$ cat config.mk
export PLATFORM = sky130hd
export DESIGN_NAME = pixel_rmw_writer
export DESIGN_NICKNAME = d
export VERILOG_FILES = /design/src/rtl/pixel_pkg.sv /design/src/rtl/pixel_rmw_writer_fifo.sv /design/src/rtl/pixel_rmw_writer.sv
export SDC_FILE = /design/constraint.sdc
export NUM_CORES = 1
export LEC_CHECK = 0
export BUFFER_PORTS_ARGS = -buffer_cell sky130_fd_sc_hd__buf_2
export CORE_MARGIN = 1.5
export CORE_UTILIZATION = 41
export DETAILED_ROUTE_END_ITERATION = 10
export PLACE_DENSITY = 0.63
export SLEW_MARGIN = 5
export SYNTH_ARGS = -nofsm -noshare
export SYNTH_HDL_FRONTEND = slang
export SYNTH_SLANG_ARGS = --single-unit
export TNS_END_PERCENT = 20
$ cat constraint.sdc
create_clock -name VGA_CTRL_CLK -period 3.2 [get_ports VGA_CTRL_CLK]
set_input_delay 0.16 -clock VGA_CTRL_CLK [delete_from_list [all_inputs] [get_ports VGA_CTRL_CLK]]
set_output_delay 0.16 -clock VGA_CTRL_CLK [all_outputs]
set_load 0.02 [all_outputs]
$ cat src/rtl/pixel_pkg.sv
// Shared types and helpers for the pixel read-modify-write writer: packed pixel
// geometry, FSM state encoding, the FIFO request record and word-merge helpers.
package pixel_pkg;

    localparam int PIX_PER_WORD = 8;
    localparam int BITS_PER_PIX = 2;

    typedef enum logic [1:0] {
        IDLE = 2'd0,
        RD   = 2'd1,
        WR   = 2'd2
    } pixel_state_t;

    typedef struct packed {
        logic [9:0] x;
        logic [8:0] y;
        logic [1:0] colour;
    } pixel_req_t;

    // Row-major word address; the column contributes x / PIX_PER_WORD.
    function automatic logic [19:0] word_addr(input logic [9:0] x,
                                              input logic [8:0] y,
                                              input logic [19:0] words_per_line);
        word_addr = (20'(y) * words_per_line) + 20'(x[9:3]);
    endfunction

    function automatic logic [15:0] merge_pixel(input logic [15:0] word,
                                                input logic [2:0]  slot,
                                                input logic [1:0]  colour);
        logic [3:0]  shamt;
        logic [15:0] mask;
        shamt       = 4'(32'(slot) * BITS_PER_PIX);
        mask        = 16'h0003 << shamt;
        merge_pixel = (word & ~mask) | (16'(colour) << shamt);
    endfunction

endpackage

$ cat src/rtl/pixel_rmw_writer_fifo.sv
// Synchronous request FIFO (power-of-two depth) with full/empty flags and
// asynchronous active-high reset of the pointers and occupancy count.
module pixel_fifo #(
    parameter int DEPTH = 4,
    parameter int WIDTH = 21
) (
    input  logic             clk,
    input  logic             rst,
    input  logic             push,
    input  logic [WIDTH-1:0] push_data,
    input  logic             pop,
    output logic [WIDTH-1:0] head,
    output logic             full,
    output logic             empty
);

    localparam int AW = $clog2(DEPTH);

    logic [WIDTH-1:0] mem [DEPTH];
    logic [AW-1:0]    wr_ptr_r;
    logic [AW-1:0]    rd_ptr_r;
    logic [AW:0]      count_r;
    logic             push_en;
    logic             pop_en;

    assign full    = (count_r == (AW+1)'(DEPTH));
    assign empty   = (count_r == '0);
    assign push_en = push & ~full;
    assign pop_en  = pop & ~empty;
    assign head    = mem[rd_ptr_r];

    // Storage array; contents are don't-care while the FIFO is empty.
    always_ff @(posedge clk) begin
        if (push_en) begin
            mem[wr_ptr_r] <= push_data;
        end
    end

    // Pointers wrap naturally because the depth is a power of two.
    always_ff @(posedge clk or posedge rst) begin
        if (rst) begin
            wr_ptr_r <= '0;
            rd_ptr_r <= '0;
            count_r  <= '0;
        end else begin
            if (push_en) begin
                wr_ptr_r <= wr_ptr_r + AW'(1);
            end
            if (pop_en) begin
                rd_ptr_r <= rd_ptr_r + AW'(1);
            end
            case ({push_en, pop_en})
                2'b10:   count_r <= count_r + (AW+1)'(1);
                2'b01:   count_r <= count_r - (AW+1)'(1);
                default: count_r <= count_r;
            endcase
        end
    end

endmodule

$ cat src/rtl/pixel_rmw_writer.sv
// Pixel write front-end: buffers single-pixel writes and commits each into a
// packed 16-bit SRAM word by read-modify-write. Optional macro PIXEL_CLIP_EN.
module pixel_rmw_writer
    import pixel_pkg::*;
#(
    parameter int FIFO_DEPTH = 4,
    parameter int SCREEN_W   = 640,
    parameter int SCREEN_H   = 480
) (
    input  logic        VGA_CTRL_CLK,
    input  logic        reset,
    input  logic [9:0]  write_xCoord,
    input  logic [8:0]  write_yCoord,
    input  logic        w_en,
    input  logic [1:0]  disp_bit,
    output logic        in_ready,
    output logic [19:0] sram_addr,
    output logic        sram_rd_req,
    output logic        sram_wr_req,
    output logic [15:0] sram_wdata,
    input  logic [15:0] sram_rdata,
    input  logic        sram_ack,
    output logic        busy,
    output logic [7:0]  drop_count
);

    localparam logic [19:0] WORDS_PER_LINE = 20'(SCREEN_W / PIX_PER_WORD);

    pixel_state_t state_r;
    pixel_req_t   push_req;
    pixel_req_t   head;
    logic         full;
    logic         empty;
    logic         in_range;
    logic         push_try;
    logic         pop;
    logic [19:0]  addr_r;
    logic [2:0]   slot_r;
    logic [1:0]   colour_r;
    logic [15:0]  merge_r;
    logic         rd_req_r;
    logic         wr_req_r;
    logic [7:0]   drop_r;

`ifdef PIXEL_CLIP_EN
    assign in_range = (write_xCoord < 10'(SCREEN_W)) & (write_yCoord < 9'(SCREEN_H));
`else
    logic [8:0] unused_screen_h;
    assign unused_screen_h = 9'(SCREEN_H);
    assign in_range        = 1'b1;
`endif

    assign push_try = w_en & in_range;
    assign pop      = (state_r == IDLE) & ~empty;
    assign push_req = '{x: write_xCoord, y: write_yCoord, colour: disp_bit};

    pixel_fifo #(
        .DEPTH (FIFO_DEPTH),
        .WIDTH ($bits(pixel_req_t))
    ) u_fifo (
        .clk       (VGA_CTRL_CLK),
        .rst       (reset),
        .push      (push_try),
        .push_data (push_req),
        .pop       (pop),
        .head      (head),
        .full      (full),
        .empty     (empty)
    );

    // A pop in the same cycle never rescues a push against a full FIFO.
    always_ff @(posedge VGA_CTRL_CLK or posedge reset) begin
        if (reset) begin
            drop_r <= 8'd0;
        end else if (push_try && full && (drop_r != 8'hFF)) begin
            drop_r <= drop_r + 8'd1;
        end else begin
            drop_r <= drop_r;
        end
    end

    // Read-modify-write sequencer; request strobes are registered with the state.
    always_ff @(posedge VGA_CTRL_CLK or posedge reset) begin
        if (reset) begin
            state_r  <= IDLE;
            addr_r   <= 20'd0;
            slot_r   <= 3'd0;
            colour_r <= 2'd0;
            merge_r  <= 16'd0;
            rd_req_r <= 1'b0;
            wr_req_r <= 1'b0;
        end else begin
            case (state_r)
                IDLE: begin
                    if (!empty) begin
                        addr_r   <= word_addr(head.x, head.y, WORDS_PER_LINE);
                        slot_r   <= head.x[2:0];
                        colour_r <= head.colour;
                        rd_req_r <= 1'b1;
                        state_r  <= RD;
                    end
                end
                RD: begin
                    if (sram_ack) begin
                        merge_r  <= merge_pixel(sram_rdata, slot_r, colour_r);
                        rd_req_r <= 1'b0;
                        wr_req_r <= 1'b1;
                        state_r  <= WR;
                    end
                end
                WR: begin
                    if (sram_ack) begin
                        wr_req_r <= 1'b0;
                        state_r  <= IDLE;
                    end
                end
                default: begin
                    rd_req_r <= 1'b0;
                    wr_req_r <= 1'b0;
                    state_r  <= IDLE;
                end
            endcase
        end
    end

    assign sram_addr   = addr_r;
    assign sram_rd_req = rd_req_r;
    assign sram_wr_req = wr_req_r;
    assign sram_wdata  = merge_r;
    assign drop_count  = drop_r;
    assign in_ready    = ~full;
    assign busy        = (state_r != IDLE) | ~empty;

endmodule
After elaboration in Yosys (flattened, before gate mapping)
Memories as Yosys holds them, arrays and structs flattened.
Index checks and enable logic that the tools add are counted.

operators by class
  shift operators = 2
  bitwise gates (word level) = 11
  $add $sub $neg = 6
  equality and inequality tests = 9
  multipliers = 1
  multiplexer cells = 12
  reduce and logical (&&, ||, !) cells = 11

operator list
  cell                    number
  $add A16 B7 Y17         1
  $and A16 B16 Y16        1
  $not A16 Y16            1
  $or A16 B16 Y16         1
  $shl A2 B4 Y16          1
  $shl A2 B4 Y16 const A  1
  $mul A9 B3 Y12 const B  1
  $reduce_and A3 Y1       3
  $add A8 B1 Y8 const B   1
  $ne A8 B8 Y1 const B    1
  $mux W2                 3
  $ne A2 B2 Y1 const B    3
  $pmux W1 S3             2
  $pmux W2 S3             1
  $pmux W3 S2             1
  $mux W1                 5
  $add A2 B1 Y2 const B   2
  $eq A2 B1 Y1 const B    2
  $eq A2 B2 Y1 const B    2
  $not A1 Y1              4
  $reduce_and A2 Y1       2
  $reduce_bool A2 Y1      2
  $add A3 B1 Y3 const B   1
  $and A1 B1 Y1           3
  6 further kinds         7

word-level totals
  memories = 1
  output and inout port bits = 48
  RAM bits = 84
  logic and storage cells = 64
  input port bits = 41
  register bits after elaboration = 60

memory list
  name        depth  bits a word  read ports  clocked after Yosys merged registers in  wr ports  RTL line                     text
  u_fifo.mem  4      21           1           0                                        1         pixel_rmw_writer_fifo.sv:19  logic [WIDTH-1:0] mem [DEPTH];

Depth between registers and ports, before layout
  depth after elaboration = 6
  gate-level depth with buffers = 13
  depth with buffers taken out = 11

Hierarchy
From an unflattened synthesis, not the netlist that was laid out.

unflattened totals
  cell total of the unflattened synthesis = 448
  area total of the unflattened synthesis = 6351.1 µm²

modules (own cells, without submodules)
  module            times used  area an instance (µm²)  seq. area each (µm²)  cells each
  pixel_fifo        1           3497.1                  2697.6                148
  pixel_rmw_writer  1           2854.0                  1251.2                300

Least setup slack after synthesis
OpenSTA, ideal clock, no wires.

  kind = register to register
  start = reg u_fifo.rd_ptr_r[0]
  end = reg addr_r[15], in the netlist sram_addr[15]
  library setup time = 0.065 ns
  stages on the path, launching flop included = 14
  clock period less this slack = 3.378 ns
  required time = 3.135 ns
  arrival = 3.313 ns
  slack = -0.178 ns
  buffers on the path = 2
  path through = dfrtp_1 > buf_6 > buf_2 > mux4_2 > ha_1 > ha_1 > inv_1 > fa_1 > nand2b_1 > a21oi_2 > xor2_2 > nand4_1 > o311ai_1 > o21a_1

on the way
  word-level cells in the longest chain between the ends = 3

RTL lines
  element                 RTL line                     text
  start, declared         pixel_rmw_writer_fifo.sv:21  logic [AW-1:0] rd_ptr_r;
  start signal, assigned  pixel_rmw_writer_fifo.sv:50  rd_ptr_r <= rd_ptr_r + AW'(1);
  $mem_v2 Z4 W21 *        --
  $mul A9 B3 Y12          pixel_pkg.sv:24              word_addr = (20'(y) * words_per_line) + 20'(x[9:3]);
  $add A16 B7 Y17 *       pixel_pkg.sv:24
  end signal, assigned    pixel_rmw_writer.sv:96       addr_r <= word_addr(head.x, head.y, WORDS_PER_LINE);
  end, declared           pixel_rmw_writer.sv:37       logic [19:0] addr_r;

Every way passes the cells marked *; elsewhere a longest branch is shown, timed or not.
A chain may end at the register's enable or synchronous reset.

Worst setup path after layout
Same ends and word-level chain as after synthesis.

==> impl_metrics.json <==
{
  "outcome": "complete, no violations",
  "worst-path-max-fanout": 5,
  "die_y_um": 126,
  "clockPowerShare_pct": 20.8,
  "crit_slowest_cell": "mux4_2",
  "path_class": "register to register",
  "grt_use_met3_pct": 3.88,
  "fmax_mhz": 325,
  "tritoncts.num_buffers": 17,
  "synth_ff_type": "edfxtp_1",
  "clock_sinks": 141,
  "ir_drop_uv": 583,
  "dieArea_mm2": 0.0160,
  "path_common_cell": "buf_4",
  "place_congestion": 0.796,
  "slowest_delay_ns": 0.52,
  "cp.arrival_ns": 3.43,
  "avgSynthCellArea_um2": 14.1,
  "use_met2_pct": 24.8,
  "wirelength_um": 12000,
  "rows": 44,
  "root_buffer": "clkbuf_16",
  "grtUsageMet1_pct": 21.3,
  "rsz0062_at_grt": "true",
  "postPlaceCellArea_mm2": 0.00695,
  "htree_levels": 4,
  "hold_violations": 0,
  "layout_worst_path_cycle_share_pct": 96.1,
  "fin_nets": 637,
  "syn_area_mm2": 0.00623,
  "p_sw_mw": 3.79,
  "final_util_pct": 53.7,
  "n_fill_cell": 1213,
  "reg2reg_depth": 11,
  "crit_path_start_kind": "register",
  "min_delay_path_depth": 3,
  "drtPass1Iterations": 4,
  "synthCells": 443,
  "end_kind": "register",
  "ys_seq_area_share_pct": 63.3,
  "fin_skew_ns": 0.00772,
  "r2r_start": "u_fifo.rd_ptr_r[0]$_DFFE_PP0P_",
  "hpwl_um": 8210,
  "finalInstanceArea_mm2": 0.00790,
  "vias_per_cell": 4.99,
  "grt_pass1_vias": 3762,
  "r2r_end": "sram_addr[15]$_DFFE_PP0P_",
  "clockBufferDepth": 2,
  "switching_share_pct": 38.3,
  "diodes": 0,
  "ys_warn_count": 0,
  "setup_viol_count_final": 0,
  "io_pins": 89,
  "p_leak_nw": 3.31,
  "synth.ff_latch_count": 141,
  "cts.reportedPaths.clkPinSlew_ns": 0.06,
  "vias": 3827,
  "multi_input_area_mm2": 0.00222,
  "grt_start_max_net_pins": 35,
  "min_path_type": "input port to register",
  "drtIter0Drc": 284,
  "overflow": 0,
  "seqCellArea_mm2": 0.00395,
  "async_reset_ff_share_pct": 40.4,
  "antenna_found_initial": 0,
  "io_buffers": 85,
  "clock_latency_ns": 0.42,
  "area_growth_pct": 26.7,
  "grt_pass1_wl_um": 19300,
  "grt_usage_pct": 15.8,
  "maxCapViolations": 0,
  "synth_enable_flop_cells": 84,
  "crit_path_cell_trace": "buf_4 -> mux4_2 -> ha_1 -> ha_2 -> buf_4 -> nand2b_4 -> a21oi_4 -> xor2_2 -> nand4_1 -> o311ai_2 -> o21a_1",
  "cell_internal_pwr_mw": 6.10,
  "drive_above_1_share_pct": 31.0,
  "finalCriticalPeriod_ns": 3.07,
  "start_util_pct": 42.4,
  "core_mm2": 0.0147,
  "drc_errors": 0,
  "holdPathEnd": "sram_wdata[10]$_DFFE_PP0P_",
  "power_density_mw_per_mm2": 1250,
  "maxSlewViolCount": 0,
  "min_from": "sram_rdata[10]",
  "worst_pin_slew_ns": 1.04,
  "comb_power_share_pct": 50.3,
  "seq_power_share_pct": 28.9,
  "top_usage_layer": "met2",
  "worst-r2r-setup-slack_ns": 0.13,
  "fp.dieW_um": 126,
  "ys_types": 46,
  "ant_nets": 0,
  "wl_per_cell_um": 15.6,
  "max_slew_margin_pct": 30.2,
  "cp.required_ns": 3.56,
  "cts_tree": "yes"
}
[routing by layer]
metal,up-vias,share of wire (%),wire (um)
met5,-,0,0
met4,0,1.5,184
met3,15,3.9,464
met2,93,47,5610
met1,1867,48,5750
li1,1852,-,-
[synth_stat cells, types with 2 or more instances]
cell,n,share of area (%)
edfxtp_1,84,40
nand2_1,73,4.4
dfrtp_1,57,23
o21ai_0,32,2.6
ha_1,23,4.6
mux4_2,21,7.6
mux2i_1,17,2.7
inv_1,16,0.96
clkbuf_1,13,0.78
xnor2_1,13,1.8
nor2_1,11,0.66
xor2_1,10,1.4
nand3_1,6,0.48
and2_1,5,0.50
nand3b_1,4,0.48
o21a_1,4,0.48
a211oi_1,3,0.36
a21o_1,3,0.36
buf_1,3,0.18
buf_4,3,0.36
fa_1,3,0.96
nand2b_1,3,0.30
nand4_1,3,0.30
nor3_1,3,0.24
nor3b_1,3,0.36
nor3b_2,3,0.60
a21oi_1,2,0.16
buf_2,2,0.16
nor2b_1,2,0.20
o31ai_1,2,0.24
[worst max-delay path: cells and delay by family (launching register included)]
| family | cells | cell delay [ns] |
|---|---|---|
| flops | 1 | 0.46 |
| mux | 1 | 0.52 |
| simple gates | 2 | 0.24 |
| xor+xnor | 1 | 0.18 |
| buf+inv | 2 | 0.31 |
| fa+ha+maj | 2 | 0.70 |
| compound gates | 3 | 0.59 |
[layout make-up]
class | instances | area share [%]
clock buffer | 18 | 5.43
clock inverter | 14 | 2.41
inverter | 16 | 0.760
multi-input combinational | 266 | 28.1
sequential | 141 | 50.0
tap | 184 | 2.91
timing repair buffer | 128 | 10.4
[kinds of logic after synthesis]
group	Yosys count	share of synthesized area [%]
AND/OR/NAND/NOR	119	8.83
other	1	0.0601
buffers and inverters	38	2.63
multiplexers	39	10.5
flip-flops	141	63.3
XOR/XNOR	24	3.49
AO/OA/AOI/OAI	55	5.58
adder cells (fa/ha/maj)	26	5.58
[registers in the layout, indices dropped and copies added (netlist names)]
name             flops
colour_r             2
drop_count           8
slot_r               3
sram_addr           17
sram_rd_req          1
sram_wdata          16
sram_wr_req          1
state_r              2
u_fifo.count_r       3
u_fifo.mem          84
u_fifo.rd_ptr_r      2
u_fifo.wr_ptr_r      2
[cell usage in the layout (no fill, tap or decap), drive strengths merged, types with 6 or more instances in the layout]
cell type,instances
clkbuf,18
inv,19
buf,105
nor3b,6
nand3,6
xnor2,13
mux4,21
nand2,73
xor2,11
mux2i,17
o21ai,33
edfxtp,84
nor2,11
dlygate4sd3,23
ha,23
dfrtp,57
[timing repair]
action                                  4_1_cts  5_1_grt
gates cloned                                  0        0
setup buffers                                 0        2
hold endpoints to repair                    116        0
pin swaps                                     0        6
endpoints found under the setup margin        2        5
resized for setup                             1       15
hold buffers                                 23        0
[stage by stage]
step           setup slack, ns  hold WS, ns  instances  setup TNS, ns  total power, mW
2_1_floorplan        0.0000369        0.258        445              0             6.19
3_3_place_gp            0.0118        0.310        710              0             7.38
3_5_place_dp           -0.0175        0.315        710        -0.0314             7.50
4_1_cts                 0.0412       0.0294        765              0             9.61
5_1_grt                -0.0379       0.0389        767        -0.0868             10.6
6_report                 0.126       0.0406        767              0             9.89
[worst max-delay path by stage]
stage                     depth (start not counted)                         to                           start  slack (ns)
after global placement                           11  sram_addr[15]$_DFFE_PP0P_  u_fifo.rd_ptr_r[0]$_DFFE_PP0P_        0.01
after CTS                                        11  sram_addr[15]$_DFFE_PP0P_  u_fifo.rd_ptr_r[0]$_DFFE_PP0P_        0.04
after detailed placement                         11  sram_addr[15]$_DFFE_PP0P_  u_fifo.rd_ptr_r[0]$_DFFE_PP0P_       -0.02
after floorplan                                  13  sram_addr[15]$_DFFE_PP0P_  u_fifo.rd_ptr_r[0]$_DFFE_PP0P_     0.00004
final                                            11  sram_addr[15]$_DFFE_PP0P_  u_fifo.rd_ptr_r[0]$_DFFE_PP0P_        0.13
after global routing                             11  sram_addr[15]$_DFFE_PP0P_  u_fifo.rd_ptr_r[0]$_DFFE_PP0P_       -0.04
[power groups by stage]
stage	registers (mW)	logic [mW]	clock network, mW
6_report	2.86	4.97	2.06
5_1_grt	2.94	5.49	2.16
4_1_cts	2.86	4.65	2.10
3_5_place_dp	2.89	4.60	0
3_3_place_gp	2.87	4.51	0
2_1_floorplan	3.04	3.15	0
No activity file was read; power rests on OpenSTA's default activity.
